## src/rtl/id_ex_pipe.sv

```systemverilog
// ID->EX elastic pipeline register (main + skid entry); optional perf counters under `ID_EX_PERF_EN`.
// Latency: 1 cycle from accept to out_valid; full throughput while out_ready stays high.
// Backpressure: in_ready = ~skid_valid (registered); one instruction is absorbed by the skid when out_ready drops.
module id_ex_pipe #(
    parameter int DATA_W = 8,
    parameter int REG_W  = 3,
    parameter int OP_W   = 3
) (
    input  logic              clk,
    input  logic              reset,
    input  logic              flush,
    input  logic              in_valid,
    output logic              in_ready,
    input  logic [5:0]        ctrl_in,
    input  logic [OP_W-1:0]   op_in,
    input  logic [DATA_W-1:0] rs_val_in,
    input  logic [DATA_W-1:0] rd_val_in,
    input  logic [DATA_W-1:0] imm_in,
    input  logic [REG_W-1:0]  rs_in,
    input  logic [REG_W-1:0]  rd_in,
    output logic              out_valid,
    input  logic              out_ready,
    output logic [5:0]        ctrl_out,
    output logic [OP_W-1:0]   op_out,
    output logic [DATA_W-1:0] rs_val_out,
    output logic [DATA_W-1:0] rd_val_out,
    output logic [DATA_W-1:0] imm_out,
    output logic [REG_W-1:0]  rs_out,
    output logic [REG_W-1:0]  rd_out
`ifdef ID_EX_PERF_EN
    ,
    output logic [15:0]       stall_cnt,
    output logic [15:0]       bubble_cnt
`endif
);

    // One decoded instruction as carried through the stage.
    typedef struct packed {
        logic [5:0]        ctrl;
        logic [OP_W-1:0]   op;
        logic [DATA_W-1:0] rs_val;
        logic [DATA_W-1:0] rd_val;
        logic [DATA_W-1:0] imm;
        logic [REG_W-1:0]  rs;
        logic [REG_W-1:0]  rd;
    } ent_t;

    ent_t r_main_dat;
    ent_t r_skid_dat;
    logic r_main_vld;
    logic r_skid_vld;

    ent_t w_in_dat;
    logic w_accept;
    logic w_xfer;
    logic w_load_main;
    logic w_load_skid;

    assign w_in_dat = '{
        ctrl:   ctrl_in,
        op:     op_in,
        rs_val: rs_val_in,
        rd_val: rd_val_in,
        imm:    imm_in,
        rs:     rs_in,
        rd:     rd_in
    };

    // in_ready comes straight from the skid flag, so out_ready never reaches it combinationally.
    assign w_accept    = in_valid & ~r_skid_vld & ~flush;
    assign w_xfer      = r_main_vld & out_ready;
    // New data goes to main when main is empty or being drained this edge (and the skid is not refilling it).
    assign w_load_main = w_accept & (~r_main_vld | w_xfer);
    // New data goes to the skid only when main is held.
    assign w_load_skid = w_accept & r_main_vld & ~w_xfer;

    // Valid bits: flush wins; on transfer the skid (if any) or the new input refills main.
    always_ff @(posedge clk or negedge reset) begin
        if (!reset) begin
            r_main_vld <= 1'b0;
            r_skid_vld <= 1'b0;
        end else if (flush) begin
            r_main_vld <= 1'b0;
            r_skid_vld <= 1'b0;
        end else if (w_xfer) begin
            r_main_vld <= r_skid_vld | w_accept;
            r_skid_vld <= 1'b0;
        end else if (!r_main_vld) begin
            r_main_vld <= w_accept;
        end else if (w_load_skid) begin
            r_skid_vld <= 1'b1;
        end
    end

    // Main data: skid moves forward first to keep program order, otherwise take the new input.
    always_ff @(posedge clk or negedge reset) begin
        if (!reset) begin
            r_main_dat <= '0;
        end else if (!flush) begin
            if (w_xfer && r_skid_vld) begin
                r_main_dat <= r_skid_dat;
            end else if (w_load_main) begin
                r_main_dat <= w_in_dat;
            end
        end
    end

    // Skid data: captures the one instruction that arrives while main is stalled.
    always_ff @(posedge clk or negedge reset) begin
        if (!reset) begin
            r_skid_dat <= '0;
        end else if (!flush && w_load_skid) begin
            r_skid_dat <= w_in_dat;
        end
    end

    assign in_ready   = ~r_skid_vld;
    assign out_valid  = r_main_vld;
    // Bubbles must not write memory/registers downstream, so control is masked; data just holds.
    assign ctrl_out   = r_main_vld ? r_main_dat.ctrl : 6'b0;
    assign op_out     = r_main_dat.op;
    assign rs_val_out = r_main_dat.rs_val;
    assign rd_val_out = r_main_dat.rd_val;
    assign imm_out    = r_main_dat.imm;
    assign rs_out     = r_main_dat.rs;
    assign rd_out     = r_main_dat.rd;

`ifdef ID_EX_PERF_EN
    logic [15:0] r_stall_cnt;
    logic [15:0] r_bubble_cnt;
    logic        w_stall;
    logic        w_bubble;

    assign w_stall  = r_main_vld & ~out_ready;
    assign w_bubble = ~r_main_vld;

    // Saturating stall counter: EX holds a valid instruction but is not consuming it.
    always_ff @(posedge clk or negedge reset) begin
        if (!reset) begin
            r_stall_cnt <= 16'd0;
        end else if (flush) begin
            r_stall_cnt <= 16'd0;
        end else if (w_stall && (r_stall_cnt != 16'hFFFF)) begin
            r_stall_cnt <= r_stall_cnt + 16'd1;
        end
    end

    // Saturating bubble counter: EX holds nothing this cycle.
    always_ff @(posedge clk or negedge reset) begin
        if (!reset) begin
            r_bubble_cnt <= 16'd0;
        end else if (flush) begin
            r_bubble_cnt <= 16'd0;
        end else if (w_bubble && (r_bubble_cnt != 16'hFFFF)) begin
            r_bubble_cnt <= r_bubble_cnt + 16'd1;
        end
    end

    assign stall_cnt  = r_stall_cnt;
    assign bubble_cnt = r_bubble_cnt;
`endif

endmodule

```

## config.mk

```make
export PLATFORM = sky130hd
export DESIGN_NAME = id_ex_pipe
export DESIGN_NICKNAME = d
export VERILOG_FILES = /design/src/rtl/id_ex_pipe.sv
export SDC_FILE = /design/constraint.sdc
export NUM_CORES = 1
export LEC_CHECK = 0
export ABC_CLOCK_PERIOD_IN_PS = 2150
export CORE_ASPECT_RATIO = 0.75
export CORE_UTILIZATION = 35
export DETAILED_ROUTE_END_ITERATION = 8
export DONT_BUFFER_PORTS = 1
export PLACE_DENSITY = 0.48
export SLEW_MARGIN = 0
export SYNTH_ARGS = -nofsm -noshare
export SYNTH_HDL_FRONTEND = slang
export SYNTH_SLANG_ARGS = --single-unit
```

## constraint.sdc

```tcl
create_clock -name clk -period 2.15 [get_ports clk]
set_clock_uncertainty 0.1 [all_clocks]
set_input_delay 0.43 -clock clk [delete_from_list [all_inputs] [get_ports clk]]
set_output_delay 0.43 -clock clk [all_outputs]
set_load 0.02 [all_outputs]
```

==> summary.md <==
| Metric | Value |
|---|---|
| Status | complete, but fails checks |
| Failing checks | hold timing |
| Worst reg-to-reg path cell count | 5 |
| Max VDD drop | 472.5 µV |
| Post-Syn Nets | 304 |
| Register area share after synthesis | 0.5148 |
| Top Family by Delay on Critical Path | buffers and inverters |
| Finished Layout Cells | 374 |
| Yosys warning total | 0 |
| Final Max Tran Viols | 0 |
| CP startpoint kind | register |
| ANT cells | 0 |
| # rows | 32 |
| I/O pins | 85 |
| Largest net degree at the start of global routing | 81 |
| Worst EP required | 2.26 ns |
| Mean Syn Cell Area | 14.96 µm² |
| Yosys cell types | 19 |
| Synthesized area | 3889 µm² |
| CP max-delay cell | dfrtp_1 |
| Core area | 10,530 µm² |
| Root Driver | clkbuf_16 |
| Grt ovf | 0 |
| Avg WL per Cell | 18.16 µm |
| Cts bufs inserted | 9 |
| Port Buf Inserts | 0 |
| Post-CTS Resized | 0 |
| Crit Path Class | reg2reg |
| Htree depth | 3 |
| Die Ht | 93.29 µm |
| Clk sinks | 80 |
| Clk Latency, worst-skew pair | 0.33 ns |
| Initial antenna violation count | 0 |
| Fmax | 526.4 MHz |
| Vias | 1,844 |
| Die Area | 11,540 µm² |
| DR DRC count | 0 |
| Setup crit start | out_valid |
| Global-route wire length before repair | 11,050 µm |
| Final #Nets | 277 |
| Worst hold margin | -0.3039 ns |
| Layout cell share with drive strength beyond 1 | 0.5840 |
| GRT Overall Usage | 0.1308 |
| Final Cycle Share | 0.8836 |
| Core Util, Final | 0.3915 |
| Leak | 1.778 nW |
| Detail Route Antenna Nets | 0 |
| Most common cell on crit path | buf_4 |
| Post-DP HPWL | 4389 µm |
| Finish-stage setup viols | 0 |
| Final WS setup | 0.2502 ns |
| Initial Utilization | 0.3693 |
| Setup Total Neg Slack | 0 ns |
| Area delta synth->final | 6.017% |
| DRT iter0 DRCs | 38 |
| Unrepaired setup endpoints after global routing | no |
| Ys async rst share | 1.000 |
| Hold/Removal Path Class | in2async |
| WP data arrival | 2.01 ns |
| Critical path depth | 5 |
| Clock-pin slew on the worst setup and hold paths | 0.06 ns |
| CTS max path bufs | 2 |
| Cells after DPL | 358 |
| Syn Inst Count | 260 |
| CP cell instances | buf_4 > nand2_1 > a221oi_4 > buf_4 > mux2_2 |
| CTS tree | built |
| Post-synth EDFFs | 0 |
| Final Hold Fails | 80 |
| CP Capture Type | register |
| RePlAce Congestion | 0.6592 |
| Vias in the first global route | 2,013 |
| Pre-Repair DR Iteration Count | 2 |
| Setup repair bufs after CTS | 0 |
| Yosys reg bits | 80 |
| Pre-CTS setup slack | 0.2226 ns |
| Max_slew headroom | 0.7630 |
| Final critical-path required period | 1.900 ns |
| DIE WIDTH | 123.7 µm |
| Pwr dens | 1064 nW/µm² |
| Avg Vias per Cell | 4.930 |
| Primary FF master, synth | dfrtp_1 |
| Slew @ Worst Pin | 0.3551 ns |
| Reg2reg start | out_valid |
| Buf/Inv on CP | 2 |
| Worst-path fanout max | 15 |
| Crit-path max cell delay | 0.38 ns |
| Max capacitance violation total | 0 |
| Final WL | 6792 µm |
[worst register-to-register path, stage by stage (launching register included)]
cell	delay (ns)
dfrtp_1	0.38
buf_4	0.21
nand2_1	0.11
a221oi_4	0.31
buf_4	0.30
mux2_2	0.37
[cell families after synthesis]
kind of cell           synth area share
flip-flops                       0.5148
AND/OR/NAND/NOR                 0.02284
AO/OA/AOI/OAI                  0.009651
multiplexers                     0.3581
buffers and inverters           0.09459
[placed cells by master (no fill, tap or decap)]
cell       instances
mux2_2            94
dfrtp_1           80
mux2_4            20
clkbuf_16          9
and2_1             6
buf_4              5
mux2_1             3
clkbuf_1           3
buf_12             3
inv_1              2
a21oi_1            2
bufinv_16          2
nand2b_4           1
o21ai_0            1
nand3_2            1
nand2_1            1
a221oi_4           1
nor4b_4            1
a211oi_1           1
clkbuf_8           1
clkinv_2           1
[flip-flops by register name, summed over array words and instances (netlist names)]
signal,count
imm_out,8
op_out,3
out_valid,1
r_main_dat,6
r_skid_dat,39
r_skid_vld,1
rd_out,3
rd_val_out,8
rs_out,3
rs_val_out,8
[worst paths after layout]
kind                                       end  slack, ns
max in group asynchronous       r_skid_dat[38]       2.13
worst max-delay path                 op_out[0]       0.25
min in group clk                     out_valid       0.06
worst max register to register       op_out[0]       0.25
worst min-delay path                 rd_out[1]      -0.30
worst min register to register  r_skid_dat[28]       0.38
[cells in the mapped netlist, types with 2 or more instances]
cell type	count	share of area
a21oi_1	2	0.0026
and2_1	6	0.0097
buf_2	4	0.0051
buf_4	36	0.069
buf_6	4	0.012
dfrtp_1	80	0.51
inv_1	2	0.0019
mux2_1	3	0.0087
mux2_2	94	0.27
mux2_4	20	0.077
[layer usage]
metal  wire, µm  track usage  vias to the layer above
met3        692      0.06768                       11
li1           -            -                      818
met4         98      0.04819                        0
met1       2830       0.1519                      958
met5          0            0                        -
met2       3170       0.2042                       57
[where the power goes]
part	total (mW)	leakage, nW	switching, mW	internal (mW)
clock	1.62	0.154	0.573	1.05
sequential	2.24	0.962	0.367	1.87
combinational	0.527	0.662	0.161	0.366
[stage by stage]
stage | power [mW] | instance area, µm²
after floorplan | 2.879 | 3889
after global placement | 2.779 | 3807
after detailed placement | 2.810 | 3807
after CTS | 4.481 | 4123
after global routing | 4.627 | 4123
final | 4.388 | 4123
[layout make-up]
type	instances	area, µm²
Timing Repair Buffer	8	97.59
Tap cell	136	170.2
Clock buffer	13	250.2
Sequential cell	80	2002
Fill cell	997	6407
Inverter	2	7.507
Clock inverter	3	65.06
Multi-Input combinational cell	132	1530
(Power assumes the default switching activity.)
